## config.mk

```make
export PLATFORM = sky130hd
export DESIGN_NAME = pkg_drop_sched
export DESIGN_NICKNAME = d
export VERILOG_FILES = /design/src/rtl/pkg_drop_sched.sv
export SDC_FILE = /design/constraint.sdc
export NUM_CORES = 1
export LEC_CHECK = 0
export BUFFER_PORTS_ARGS = -buffer_cell sky130_fd_sc_hd__buf_2
export CAP_MARGIN = 40
export CORE_MARGIN = 2
export CORE_UTILIZATION = 31
export DETAILED_ROUTE_END_ITERATION = 10
export PLACE_DENSITY_LB_ADDON = 0.15
export SETUP_SLACK_MARGIN = 0.15
export SYNTH_ARGS = -nofsm -noshare
export SYNTH_HDL_FRONTEND = slang
export SYNTH_SLANG_ARGS = --single-unit
```

## constraint.sdc

```tcl
create_clock -name iClk -period 1.9 [get_ports iClk]
set_input_delay 0.19 -clock iClk [delete_from_list [all_inputs] [get_ports iClk]]
set_output_delay 0.19 -clock iClk [all_outputs]
set_load 0.01 [all_outputs]
```

## src/rtl/pkg_drop_sched.sv

```systemverilog
// Round-robin drop scheduler: grants one port's drop request at a time, walks the
// packet's linked list through the shared lookup port and recycles each freed block.
//
// state    | meaning
// S_IDLE   | arbitrate the four drop requests
// S_LOOKUP | recycle last block, or issue next-pointer read for rCur
// S_WAIT   | wait for next-pointer reply, abort after TIMEOUT_CYC cycles
module pkg_drop_sched #(
  parameter int ADDR_LENTH  = 12,
  parameter int CNT_WIDTH   = 16,
  parameter int TIMEOUT_CYC = 15
) (
  input  logic                  iClk,
  input  logic                  iRst_n,
  input  logic [ADDR_LENTH-1:0] iPkgFirAddr0,
  input  logic [ADDR_LENTH-1:0] iPkgFirAddr1,
  input  logic [ADDR_LENTH-1:0] iPkgFirAddr2,
  input  logic [ADDR_LENTH-1:0] iPkgFirAddr3,
  input  logic [3:0]            iPkgBlockNum0,
  input  logic [3:0]            iPkgBlockNum1,
  input  logic [3:0]            iPkgBlockNum2,
  input  logic [3:0]            iPkgBlockNum3,
  input  logic                  iPkgDropVld0,
  input  logic                  iPkgDropVld1,
  input  logic                  iPkgDropVld2,
  input  logic                  iPkgDropVld3,
  output logic                  oPkgDropRdy0,
  output logic                  oPkgDropRdy1,
  output logic                  oPkgDropRdy2,
  output logic                  oPkgDropRdy3,
  output logic [ADDR_LENTH-1:0] oDropAddr,
  output logic                  oDropAddrVld,
  input  logic [ADDR_LENTH-1:0] iDropData,
  input  logic                  iDropDataVld,
  output logic [ADDR_LENTH-1:0] oRcvrAddr,
  output logic                  oRcvrAddrVld,
  output logic                  oBusy,
  output logic                  oTimeout,
  output logic [CNT_WIDTH-1:0]  oFreedCnt
);

  typedef enum logic [1:0] {S_IDLE, S_LOOKUP, S_WAIT} state_t;

  localparam logic [7:0] TMO_LAST = 8'(TIMEOUT_CYC - 1);

  state_t                state;
  logic [ADDR_LENTH-1:0] rCur;
  logic [3:0]            rRem;
  logic [7:0]            rTmo;
  logic [1:0]            rPtr;

  logic [3:0]            vld;
  logic [ADDR_LENTH-1:0] fir [4];
  logic [3:0]            num [4];
  logic [3:0]            rdy;
  logic [1:0]            gnt_idx;
  logic [1:0]            scan_idx;
  logic                  gnt_any;

  assign vld    = {iPkgDropVld3, iPkgDropVld2, iPkgDropVld1, iPkgDropVld0};
  assign fir[0] = iPkgFirAddr0;
  assign fir[1] = iPkgFirAddr1;
  assign fir[2] = iPkgFirAddr2;
  assign fir[3] = iPkgFirAddr3;
  assign num[0] = iPkgBlockNum0;
  assign num[1] = iPkgBlockNum1;
  assign num[2] = iPkgBlockNum2;
  assign num[3] = iPkgBlockNum3;

  // Ready is held off during reset so a requester never sees an accept that reset discards.
  always_comb begin
    gnt_any  = 1'b0;
    gnt_idx  = 2'd0;
    scan_idx = 2'd0;
    rdy      = 4'b0000;
    if (state == S_IDLE && iRst_n) begin
      for (int i = 0; i < 4; i++) begin
        scan_idx = rPtr + 2'(i);
        if (!gnt_any && vld[scan_idx]) begin
          gnt_any = 1'b1;
          gnt_idx = scan_idx;
        end
      end
    end
    if (gnt_any) rdy[gnt_idx] = 1'b1;
  end

  assign oPkgDropRdy0 = rdy[0];
  assign oPkgDropRdy1 = rdy[1];
  assign oPkgDropRdy2 = rdy[2];
  assign oPkgDropRdy3 = rdy[3];

  always_ff @(posedge iClk) begin
    if (!iRst_n) begin
      state        <= S_IDLE;
      rCur         <= '0;
      rRem         <= '0;
      rTmo         <= '0;
      rPtr         <= '0;
      oDropAddr    <= '0;
      oDropAddrVld <= 1'b0;
      oRcvrAddr    <= '0;
      oRcvrAddrVld <= 1'b0;
      oBusy        <= 1'b0;
      oTimeout     <= 1'b0;
      oFreedCnt    <= '0;
    end else begin
      oDropAddrVld <= 1'b0;
      oRcvrAddrVld <= 1'b0;
      oTimeout     <= 1'b0;
      case (state)
        S_IDLE: begin
          if (gnt_any) begin
            rCur  <= fir[gnt_idx];
            rRem  <= num[gnt_idx];
            rPtr  <= gnt_idx + 2'd1;
            state <= S_LOOKUP;
            oBusy <= 1'b1;
          end
        end
        S_LOOKUP: begin
          if (rRem == 4'd0) begin
            oRcvrAddr    <= rCur;
            oRcvrAddrVld <= 1'b1;
            oFreedCnt    <= oFreedCnt + 1'b1;
            state        <= S_IDLE;
            oBusy        <= 1'b0;
          end else begin
            oDropAddr    <= rCur;
            oDropAddrVld <= 1'b1;
            rTmo         <= 8'd0;
            state        <= S_WAIT;
          end
        end
        S_WAIT: begin
          // A block is freed only once its next pointer has been captured.
          if (iDropDataVld) begin
            oRcvrAddr    <= rCur;
            oRcvrAddrVld <= 1'b1;
            oFreedCnt    <= oFreedCnt + 1'b1;
            rCur         <= iDropData;
            rRem         <= rRem - 4'd1;
            state        <= S_LOOKUP;
          end else if (rTmo == TMO_LAST) begin
            oTimeout <= 1'b1;
            state    <= S_IDLE;
            oBusy    <= 1'b0;
          end else begin
            rTmo <= rTmo + 8'd1;
          end
        end
        default: begin
          state <= S_IDLE;
          oBusy <= 1'b0;
        end
      endcase
    end
  end

endmodule

```

==> results of run 1 <==
-- routing by layer --
| layer | vias to the layer above | part of all wire | GRT usage |
|---|---|---|---|
| met5 | - | 0 | 0 |
| li1 | 2086 | - | - |
| met4 | 0 | 0.011 | 0.0488 |
| met3 | 12 | 0.068 | 0.0510 |
| met1 | 1948 | 0.44 | 0.233 |
| met2 | 148 | 0.48 | 0.314 |
-- registers in the layout, summed over array words and instances, names as in the netlist --
register / cells
state: 2
oRcvrAddrVld: 1
oDropAddr: 12
rCur: 12
oRcvrAddr: 12
oBusy: 1
oDropAddrVld: 1
rRem: 4
oFreedCnt: 16
oTimeout: 1
rTmo: 8
rPtr: 2
-- final cells by class --
class                   count  share of cell area
flip-flops and latches     72               0.249
well taps                 143              0.0306
clock buffers              10              0.0409
inverters                  16              0.0116
repair buffers            218               0.242
multi-input cells         347               0.418
clock inverters             6             0.00857
-- logic make-up (layout without fill, tap and decap cells) --
group / after synthesis / count (layout) / synth area share
adders and majority gates: 9 / 9 / 0.0304
xor gates and xnor gates: 18 / 18 / 0.0425
and+or+nand+nor: 180 / 181 / 0.238
muxes: 5 / 5 / 0.0142
buffers and inverters: 39 / 250 / 0.0435
DFF: 72 / 72 / 0.389
AOI/OAI and AO/OA: 134 / 134 / 0.242
-- worst paths after layout --
kind / startpoint / endpoint / slack (ns) / depth (start not counted)
worst max-delay path: rRem[1]$_SDFFE_PN0P_ / oFreedCnt[14]$_SDFFE_PN0P_ / -0.17 / 11
worst min register to register: oDropAddr[2]$_SDFFE_PN0P_ / oDropAddr[2]$_SDFFE_PN0P_ / 0.45 / 2
worst min-delay path: iPkgFirAddr2[7] / rCur[7]$_SDFFE_PN0P_ / 0.09 / 3
worst max register to register: rRem[1]$_SDFFE_PN0P_ / oFreedCnt[14]$_SDFFE_PN0P_ / -0.17 / 11
-- cells in the final DEF, fill, tap and decap left out, types with 4 or more instances in the layout --
master     instances
xnor2_1            7
nand3_2            4
a21oi_1           39
ha_4               4
nor2b_1            6
o221ai_1          11
nand2_1           71
buf_4             68
xor2_1            11
nand4_1           11
dfxtp_1           66
inv_2              4
o211ai_1          14
nand2b_1          11
nand3_1            6
nand2_2            5
a32oi_2            4
a32oi_1            7
clkbuf_16          9
nor2_1            27
ha_1               5
or3_1              5
inv_1              9
buf_6             20
dfxtp_2            4
buf_2            128
o21ai_1           16
and3_1             7
o21ai_0            6
a211o_1            4
a31oi_1            6
-- through the flow --
| stage | hold slack, ns | power (mW) | instance area (µm²) | std cells | worst slack (ns) |
|---|---|---|---|---|---|
| 6_report | 0.0858 | 6.56 | 5840 | 812 | -0.174 |
| 5_1_grt | 0.0856 | 6.96 | 5840 | 812 | -0.270 |
| 4_1_cts | 0.0767 | 6.24 | 5540 | 799 | -0.156 |
| 3_5_place_dp | 0.417 | 4.27 | 4950 | 767 | -0.153 |
| 3_3_place_gp | 0.423 | 4.24 | 4950 | 767 | -0.0985 |
| 2_1_floorplan | 0.319 | 3.29 | 3770 | 457 | -0.0431 |
-- power breakdown --
| part | switching, mW | internal (mW) |
|---|---|---|
| clock network | 0.702 | 0.935 |
| logic | 1.46 | 1.40 |
| registers | 0.248 | 1.82 |
| total | 2.41 | 4.15 |
-- what timing repair did --
| action | in CTS | in global routing |
|---|---|---|
| endpoints found under the hold margin | 0 | 0 |
| setup endpoints to repair | 58 | 68 |
| pin swaps | 24 | 26 |
| resized for setup | 51 | 51 |
| gates cloned | 2 | 1 |
| setup buffers | 14 | 12 |
-- worst max-delay path, cell delays in order, from the launching register on --
cell,delay (ns)
dfxtp_2,0.33
inv_2,0.08
ha_4,0.12
or3b_4,0.40
a211oi_4,0.25
buf_6,0.14
buf_6,0.11
nand2_8,0.06
buf_4,0.15
nor4_4,0.14
xnor2_1,0.14
nor2_1,0.05
==> flow_results.org, run 1 <==
** Global route
- The number of antenna violations at the first check in global routing came to 0.
- Entering global routing, the biggest net connects 45 pins.
- Across every metal layer, demand over resource in global routing totals 0.185.
- Residual overflow from global routing :: 0
- First-pass GRT wire length :: 19200 µm
- Via count of the first global-routing pass :: just under 4000

** Synthesis
- Net count after synthesis :: ~550
- The share of synthesized area in the top cell type comes to 0.389.
- A synthesized cell averages between 8 and 9 µm².
- Number of synthesized flops with an enable pin :: 0
- Yosys warns :: 0
- The synthesized design contains between 70 and 80 register bits.
- Share of the yosys chip area belonging to registers :: 0.389
- In the post-synthesis netlist, the biggest area contributors are dfxtp_1, nand2_1, a21oi_1.
- Proportion of register bits with asynchronous set or reset after synthesis :: 0
- The commonest cells after synthesis are nand2_1, dfxtp_1, a21oi_1, nor2_1, o21ai_0.
- Cell type contributing the most total cell area after synthesis :: dfxtp_1
- Count of mapped cells out of synthesis :: 457
- Count of cell types in the netlist :: 50
- The most common cell in the synthesized netlist is nand2_1.
- Mapped cell area :: 0.00371 mm²
- Flip-flop cell with the highest count after synthesis :: dfxtp_1

** Critical path
- Data arrival time of the worst path :: between 2 and 2.5 ns
- Setup crit end kind :: flip-flop
- Data on the critical path is required at its endpoint by ~2.1 ns.
- Critical path start-end classification :: flip-flop to flip-flop
- Crit path launch type :: flip-flop
- In this run the worst path has a maximum fanout of 4.

** Floorplan
- Core Rows :: 39
- Number of top-level pins :: 131
- Effective utilization at floorplan :: 0.321
- The die covers between 0.01 and 0.015 mm².
- In this run the standard cell core region covers between 0.01 and 0.015 mm².
- The die is 113 µm wide.
- Vert. Die Dim :: between 100 and 150 µm

** Placed design
- Total of buffers placed on input and output ports :: 130
- Final weighted congestion of routability-driven global placement :: about 0.77
- Summed over all nets, the half-perimeter wirelength after detailed placement is slightly below 9000 µm.

** Clock tree
- Hold repair after CTS inserted 0 buffers.
- Clock buffers created by TritonCTS :: 9
- Clock sinks :: 72
- The tree is rooted in a clkbuf_16.
- Clock-pin slew was measured on the worst setup and hold paths at roughly 0.060 ns.
- H-tree depth :: 3
- No sink is reached through more buffers than the 2 on the longest clock path.
- TritonCTS clock tree :: yes
- Source-to-sink clock delay at the later pin of the worst-skew pair :: about 0.34 ns

** Routing
- Across all layers, the routed design uses ~4200 vias.
- In the routed layout, each cell is associated on average with a via count of between 5 and 6.
- Routed wire per std cell :: between 15 and 20 µm
- First DRT Iteration DRCs :: around 220
- The pre-antenna-repair detailed-routing pass consisted of 7 iterations.
- DRC viols :: 0
- Final wirelength :: 12400 µm
- Post-DRT Antenna Nets :: 0

** Timing
- Derived from the worst setup path, the maximum achievable clock frequency is approximately 0.48 GHz.
- Worst Setup Slack, final :: -0.174 ns
- The worst pin sits at a relative slew slack of 0.685.
- The clock arrives with 0.00463 ns of skew.
- For the final routed database, the setup TNS stands at -3.08 ns.
- Final number of max-transition violations :: 0
- Final Critical Period :: about 2.1 ns
- Unrepaired setup endpoints after global routing :: true
- The number of failing hold endpoints at the final stage is 0.
- Setup violations remaining at the end of the flow were counted as 38.
- Part of the cycle the worst path needs :: 1.09
- At the pin with the least slew margin, the transition time is approximately 0.47 ns.

** Final layout
- Core occupancy in the finished layout :: 0.505
- Fill cells :: around 1100
- The final layout contains approximately 760 nets.
- In the final layout, the multi-input gates occupy between 0.002 and 0.0025 mm².
- The number of antenna diodes in the final layout is 0.
- The sequential cells in the finished layout cover a total of 0.00145 mm².
- Area growth from synthesis to layout :: 57.5%
- Of the cells placed in the final design, the portion with a size suffix greater than 1 is 0.456.

** Power and ir drop
- Across the VDD grid, the largest voltage drop is approximately 0.44 mV.
- Static leakage power :: 2.50 nW
- Power per cell area :: about 1100 mW/mm²

** Run
- Max-cap violations in this run came to 0.

** Outcome
- The final reports fail on negative setup slack.
- Status :: finished, violations left

** Min path
- In this run the worst hold path is classified as primary input to flip-flop.
Power figures use the tool's default switching activity.
==> run 2, diff against run 1 <==
--- a/config.mk
+++ b/config.mk
@@ -11,7 +11,9 @@
 export CORE_UTILIZATION = 31
 export DETAILED_ROUTE_END_ITERATION = 10
 export PLACE_DENSITY_LB_ADDON = 0.15
+export RECOVER_POWER = 100
 export SETUP_SLACK_MARGIN = 0.15
 export SYNTH_ARGS = -nofsm -noshare
 export SYNTH_HDL_FRONTEND = slang
 export SYNTH_SLANG_ARGS = --single-unit
+export TNS_END_PERCENT = 100
==> run 2 against run 1 <==
The run still ends with negative setup slack left. Die area is the same. Sequential share of layout area grew 0.22 points. Sequential cell count is the same. Setup slack lost 0.0025 ns. Non-clock buffer count is the same. Combinational power is essentially flat. Worst hold slack is essentially flat. Routed wire length grew 0.73%. Total power shrank 0.31%. Critical path depth is the same. Critical endpoint unchanged.
==> flow_results.org, run 2 (synthesis results as in run 1) <==
** Power and ir drop
- Static leakage power :: 2.33 nW
- Peak supply drop :: around 0.44 mV
- Sum of internal, switching and leakage power :: between 6 and 7 mW
- Power spread over the standard cell area amounts to 1130 mW/mm².

** Placed design
- Summing all placed instances gives a cell area of 0.00495 mm².
- Detailed placement ended at an HPWL of slightly below 9000 µm.
- Total of buffers placed on input and output ports :: 130
- Final weighted congestion of routability-driven global placement :: around 0.77
- Counting tap cells, the placed design contains a total of 767 instances.

** Global route
- GRT Overall Usage :: 0.185
- Entering global routing, the biggest net connects 45 pins.
- Residual overflow from global routing :: 0
- The first global-routing pass estimated 19200 µm of wire.
- The number of antenna violations at the first check in global routing was 0.
- The number of global-route vias before repair was between 3000 and 4000.

** Final layout
- Of the cells placed in the final design, the portion with a size suffix greater than 1 is 0.398.
- The final layout contains 756 nets.
- The number of antenna diodes in the final layout is 0.
- Commonest cells after routing, fill and taps aside :: buf_2, nand2_1, buf_4, dfxtp_1
- The register with the most flip-flops in the layout has 16 of them.
- Largest Register :: oFreedCnt
- With fillers left out, the area of the finished cells amounts to 0.00579 mm².
- Area taken by multi-input logic gates :: around 0.0024 mm²
- Storage element area :: between 0.001 and 0.0015 mm²
- Leaving out fill and tap cells, the most frequent cell in the layout is buf_2.
- The finished layout holds between 800 and 900 standard cells, fillers aside.
- Area growth from synthesis to layout :: 56.1%
- The filler cells instantiated in the layout total 1129.

** Critical path
- Data on the critical path arrives at its endpoint at ~2.3 ns.
- The worst setup path is captured at a flip-flop.
- Data required time at the worst endpoint :: approximately 2.1 ns
- In this run the register-to-register setup slack is -0.18 ns.
- In this run the worst path has a maximum fanout of 4.
- Crit path launch type :: flip-flop
- The critical path is of the flip-flop to flip-flop type.

** Clock tree
- Post-CTS clock slew at the launch and capture registers of the worst setup and hold paths :: 0.06 ns
- For the worst-skew pair, the clock arrives at the later sink with an insertion delay of around 0.34 ns.
- Counting along the longest clock path gives a buffer depth of 2.
- Counting the buffers created by CTS gives 9.
- Clock sinks :: 72
- In this run the number of H-tree levels came out at 3.
- TritonCTS clock tree :: yes
- The tree is rooted in a clkbuf_16.
- Cts-stage hold buffer count :: 0

** Routing
- Post-DRT Antenna Nets :: 0
- The final layout contains routed wiring with a total length of around 13000 µm.
- Dividing the detail-routed via count by the number of cells gives 5.16.
- The detailed router finished its first iteration with between 200 and 250 violations.
- For this run, design rule violations remaining after detail routing come to 0.
- Before antenna repair, the detailed router went through 4 iterations.
- In the final routed layout, each cell accounts on average for 15.4 µm.
- Vias after detailed routing :: between 4000 and 5000

** Timing
- Maximum clock frequency :: 0.482 GHz
- Headroom to the max-slew limit came out at 0.677.
- In the finished design, the share of the clock period the worst path needs comes to 1.09.
- Final Hold Vio Count :: 0
- Unrepaired setup endpoints after global routing :: true
- The final max-slew violation count came to 0.
- Final setup violation count :: 38
- Worst Setup Slack, final :: -0.176 ns
- For the pin with the worst max-slew slack, the measured transition is 0.485 ns.
- Subtracting the final worst setup slack from the clock period gives 2.08 ns.
- Clock skew after layout :: about 0.005 ns

** Outcome
- Status :: finished, violations left
- The checks that failed: negative setup slack.

** Floorplan
- Core region area :: about 0.012 mm²
- The floorplan step defined a die boundary enclosing around 0.013 mm².
- From bottom edge to top edge, the die measures 113 µm.
- For this configuration, the core starts out at a cell density of 0.321.
- Horizontal die dimension :: about 110 µm
- In this run the core area contains 39 standard-cell rows.
- Number of top-level pins :: 131

** Min path
- The min-delay analysis places its worst path in the category primary input to flip-flop.

** Run
- Number of max-capacitance violations reported :: 0
==> run 2: cell count changes in the layout (fill, tap and decap cells not counted), sizes merged <==
| cell | before | now |
|---|---|---|
| buf | 218 | 179 |
| clkbuf | 10 | 49 |
==> run 2: final timing paths <==
path / start / endpoint / cells after the start
hold / removal: iPkgFirAddr2[7] / rCur[7]$_SDFFE_PN0P_ / 3
setup reg to reg: rRem[1]$_SDFFE_PN0P_ / oFreedCnt[14]$_SDFFE_PN0P_ / 11
setup / recovery: rRem[1]$_SDFFE_PN0P_ / oFreedCnt[14]$_SDFFE_PN0P_ / 11
hold reg to reg: oDropAddr[2]$_SDFFE_PN0P_ / oDropAddr[2]$_SDFFE_PN0P_ / 2
==> run 2: where the power goes <==
part | internal (mW) | switching (mW) | total [mW] | leakage, nW
logic | 1.37 | 1.47 | 2.84 | 1.61
clock network | 0.935 | 0.701 | 1.64 | 0.136
registers | 1.82 | 0.253 | 2.07 | 0.590
total | 4.12 | 2.42 | 6.54 | 2.33
==> run 2: timing repair <==
action / CTS / global route
hold endpoints to repair: 0 / 0
gates cloned: 2 / 1
buffers inserted: 14 / 12
endpoints found under the setup margin: 58 / 68
pin swaps: 24 / 26
resized for setup: 51 / 51
==> run 2: layer usage <==
| metal | wire length (µm) | GRT usage |
|---|---|---|
| met1 | 5560 | 0.233 |
| met2 | 5950 | 0.314 |
| met3 | 866 | 0.0510 |
| met4 | 126 | 0.0488 |
| met5 | 0 | 0 |
==> run 2: metrics by stage <==
stage	hold slack, ns	utilization	setup slack, ns	setup TNS [ns]
floorplan	0.319	-	-0.0431	-0.0431
global placement	0.423	0.428	-0.0985	-0.844
detailed placement	0.417	0.428	-0.153	-1.53
CTS	0.0767	0.479	-0.156	-2.00
global route	0.0856	0.501	-0.270	-6.30
finish	0.0860	0.501	-0.176	-3.11
==> run 2: area by class of cell <==
| cell class | count | area share |
|---|---|---|
| multi-input combinational | 347 | 0.422 |
| sequential | 72 | 0.251 |
| timing repair buffer | 218 | 0.235 |
| clock buffer | 10 | 0.0413 |
| tap | 143 | 0.0309 |
| inverter | 16 | 0.0117 |
| clock inverter | 6 | 0.00864 |
==> run 2: worst max-delay path, stage by stage (launching register included) <==
cell	delay (ns)
dfxtp_2	0.33
inv_2	0.08
ha_4	0.12
or3b_4	0.40
a211oi_4	0.25
buf_6	0.14
buf_6	0.11
nand2_8	0.06
buf_4	0.15
nor4_4	0.14
xnor2_1	0.14
nor2_1	0.05
==> run 3, diff against run 2 <==
--- a/config.mk
+++ b/config.mk
@@ -7,8 +7,11 @@
 export LEC_CHECK = 0
 export BUFFER_PORTS_ARGS = -buffer_cell sky130_fd_sc_hd__buf_2
 export CAP_MARGIN = 40
+export CELL_PAD_IN_SITES_DETAIL_PLACEMENT = 0
+export CELL_PAD_IN_SITES_GLOBAL_PLACEMENT = 2
+export CORE_ASPECT_RATIO = 0.75
 export CORE_MARGIN = 2
-export CORE_UTILIZATION = 31
+export CORE_UTILIZATION = 25
 export DETAILED_ROUTE_END_ITERATION = 10
 export PLACE_DENSITY_LB_ADDON = 0.15
 export RECOVER_POWER = 100
==> run 3 against run 2 <==
The run still ends with negative setup slack left. Sequential cell count unchanged. Clock skew decreased by 0.00074 ns. Final area increased by 7.0%. Non-clock buffer count increased by 12. Fmax increased by 2.0%. Total power increased by 5.2%. First-iteration DRC count decreased by 42%. Routed wire length increased by 12%. Critical path type unchanged. Critical endpoint is now oFreedCnt[7]$_SDFFE_PN0P_. Largest power group unchanged. Highest routed layer unchanged.
==> flow_results.org, run 3 (synthesis results as in run 1) <==
** Outcome
- The flow ran to the end, but the final reports show violations.
- The final reports fail on negative setup slack.

** Final layout
- The net count of the finished layout is approximately 770.
- The repair_antennas step left the layout with diodes totalling 0.
- Count of placed standard cells in the final layout, fillers left out :: 881
- Fraction of final layout cells sized beyond drive strength 1 :: 0.423
- Area growth from synthesis to layout :: 67.0%
- Most common cell after layout, fill and taps aside :: buf_2
- Max reg flops :: 16
- The register with the most flip-flops in the final layout is oFreedCnt.
- In the layout the commonest cells are buf_2, nand2_1, dfxtp_1, buf_4, clkbuf_1.

** Timing
- Of the available clock period, the critical path in the final layout requires 1.07.
- In the final timing run, aggregate negative setup slack is -1.54 ns.
- Maximum clock frequency :: around 0.49 GHz
- The number of failing hold endpoints at the final stage came to 0.
- The final max-slew violation count is 0.
- Unrepaired setup endpoints after global routing :: true
- Measured slew at the worst slew-check pin :: between 0.5 and 0.6 ns
- After layout, the worst setup slack is -0.136 ns.
- Final setup violation count :: 25
- Hold is met by between 0.09 and 0.1 ns.
- Headroom to the max-slew limit came out at 0.641.
- Final Critical Period :: 2.04 ns
- Clock skew after layout :: 0.00440 ns

** Floorplan
- Pin placement for this block handled 131 I/O pins.
- From left edge to right edge, the die measures 145 µm.
- The initialized floorplan defines 38 standard-cell rows.
- Floorplan die area :: 0.0158 mm²
- Vert. Die Dim :: 109 µm
- The core region is about 0.015 mm².
- For this configuration, the core starts out at a cell density of 0.256.

** Placed design
- After detailed placement, the design holds a cell count of about 830.
- At the placement stage, the worst setup path has a slack of -0.143 ns.
- The congestion estimate from routability-driven global placement came to roughly 0.77.
- In this run the tool buffered the top-level ports with 130 buffer cells.
- Detailed placement finished with a half-perimeter wire length of ~10000 µm.

** Routing
- First DRT Iteration DRCs :: about 120
- Final wirelength :: 14100 µm
- Routed wire per std cell :: about 16 µm
- The pre-antenna-repair detailed-routing pass consisted of 4 iterations.
- The count of nets left with antenna violations once routing finished came out at 0.
- Drt via density :: 4.73
- Vias after detailed routing :: 4164
- DRC viols :: 0

** Clock tree
- After clock tree synthesis, the clock-pin slew on the worst setup and hold paths is roughly 0.060 ns.
- Root buffer cell :: clkbuf_16
- Clock buffers created by TritonCTS :: 9
- Clock latency on the worst-skew pair, taken at its later pin, is ~0.33 ns.
- TritonCTS built the clock tree.
- The tree built by TritonCTS fans out to 72 sinks.
- In this run the number of H-tree levels came out at 3.
- Buffer depth of the longest clock path :: 2
- Cts-stage hold buffer count :: 0

** Min path
- The worst hold path was traced through 3 stages.
- Worst hold path class :: primary input to flip-flop

** Critical path
- Critical path fanouts, max :: 5
- STA classifies the critical path endpoint as a flip-flop.
- At the worst endpoint, the required time is 2.17 ns.
- For this design, the slowest cell found on the critical path is dfxtp_1.
- Worst r2r path cells :: 9
- Ordered cell list for the critical path :: inv_4 -> buf_4 -> ha_4 -> nor2b_1 -> a211oi_4 -> nand3_2 -> buf_6 -> or3_1 -> a21oi_1
- In this design, the stage delay of the slowest critical-path cell is 0.37 ns.
- Crit path launch type :: flip-flop
- Critical path start-end classification :: flip-flop to flip-flop
- Data arrival time of the worst path :: around 2.3 ns

** Global route
- In the global route stage, overall resource usage came out at 0.177.
- The number of global-route vias before repair was around 4000.
- Residual overflow from global routing :: 0
- Entering global routing, the biggest net connects 29 pins.
- First-pass GRT wire length :: roughly 21000 µm
- The number of antenna violations at the first check in global routing came to 0.

** Power and ir drop
- Combinational Power Share :: 0.446
- Sw power :: between 2 and 2.5 mW
- VDD sags by at most 0.655 mV.
- Power per cell area :: 1110 mW/mm²
- Of the total power, the clock network draws 0.253.
- Internal :: 4.44 mW
- Static leakage power :: around 2.5 nW
- The share of total power dissipated in sequential elements is 0.301.
- Of the total power, the share spent switching nets is 0.355.

** Run
- Number of max-capacitance violations reported :: 0
==> run 3: changes by cell type in the layout (fill, tap and decap cells not counted), moves of 4 or more <==
cell      delta
a32oi_2      +5
buf_6       +16
buf_4        -5
clkbuf_1     +4
a32oi_1      -5
o21ai_0      +4
buf_2        -6
o21ai_1      -4
o221ai_1     -9
o221ai_2     +9
==> run 3: final timing paths <==
kind / start / slack (ns) / end
max: state[0]$_SDFFE_PN0P_ / -0.14 / oFreedCnt[7]$_SDFFE_PN0P_
min: iPkgFirAddr2[10] / 0.09 / rCur[10]$_SDFFE_PN0P_
max reg2reg: state[0]$_SDFFE_PN0P_ / -0.14 / oFreedCnt[7]$_SDFFE_PN0P_
min reg2reg: oRcvrAddr[10]$_SDFFE_PN0P_ / 0.46 / oRcvrAddr[10]$_SDFFE_PN0P_
==> run 3: critical path, delay by kind of cell, from the launching register on <==
family / cells / cell delay (ns)
and+or+nand+nor: 3 / 0.66
AOI/OAI and AO/OA: 2 / 0.42
DFF: 1 / 0.37
buffers and inverters: 3 / 0.36
adders and majority gates: 1 / 0.16
==> run 3: final cells by class <==
| type | count | area, µm² |
|---|---|---|
| well taps | 200 | 250 |
| fillers | 1480 | 8310 |
| inverters | 16 | 65.1 |
| repair buffers | 230 | 1550 |
| flip-flops and latches | 72 | 1450 |
| clock buffers | 11 | 253 |
| multi-input cells | 347 | 2570 |
| clock inverters | 5 | 55.1 |
==> run 3: metrics by stage <==
stage / power (mW) / cell area [µm²] / utilization
after detailed placement: 4.35 / 5080 / 0.350
after floorplan: 3.29 / 3770 / -
after global routing: 7.32 / 6190 / 0.427
after CTS: 6.51 / 5830 / 0.402
after global placement: 4.33 / 5080 / 0.350
final: 6.88 / 6190 / 0.427
==> run 3: repair_timing <==
action	4_1_cts	5_1_grt
gates resized for setup	79	69
cloned	2	3
setup endpoints to repair	69	72
pin swaps	29	55
setup buffers	14	12
==> run 3: metal layers <==
metal  share of wire  vias up  track usage
met2            0.44      124        0.273
met4          0.0066        0       0.0312
met5               0        -            0
met3           0.071        7       0.0618
li1                -     2092            -
met1            0.48     1941        0.241
==> run 3: power groups by stage <==
stage / combinational [mW] / clock (mW) / sequential, mW
3_3_place_gp: 2.24 / 0 / 2.09
6_report: 3.07 / 1.74 / 2.07
4_1_cts: 2.65 / 1.80 / 2.07
2_1_floorplan: 1.22 / 0 / 2.07
3_5_place_dp: 2.25 / 0 / 2.10
5_1_grt: 3.34 / 1.87 / 2.12
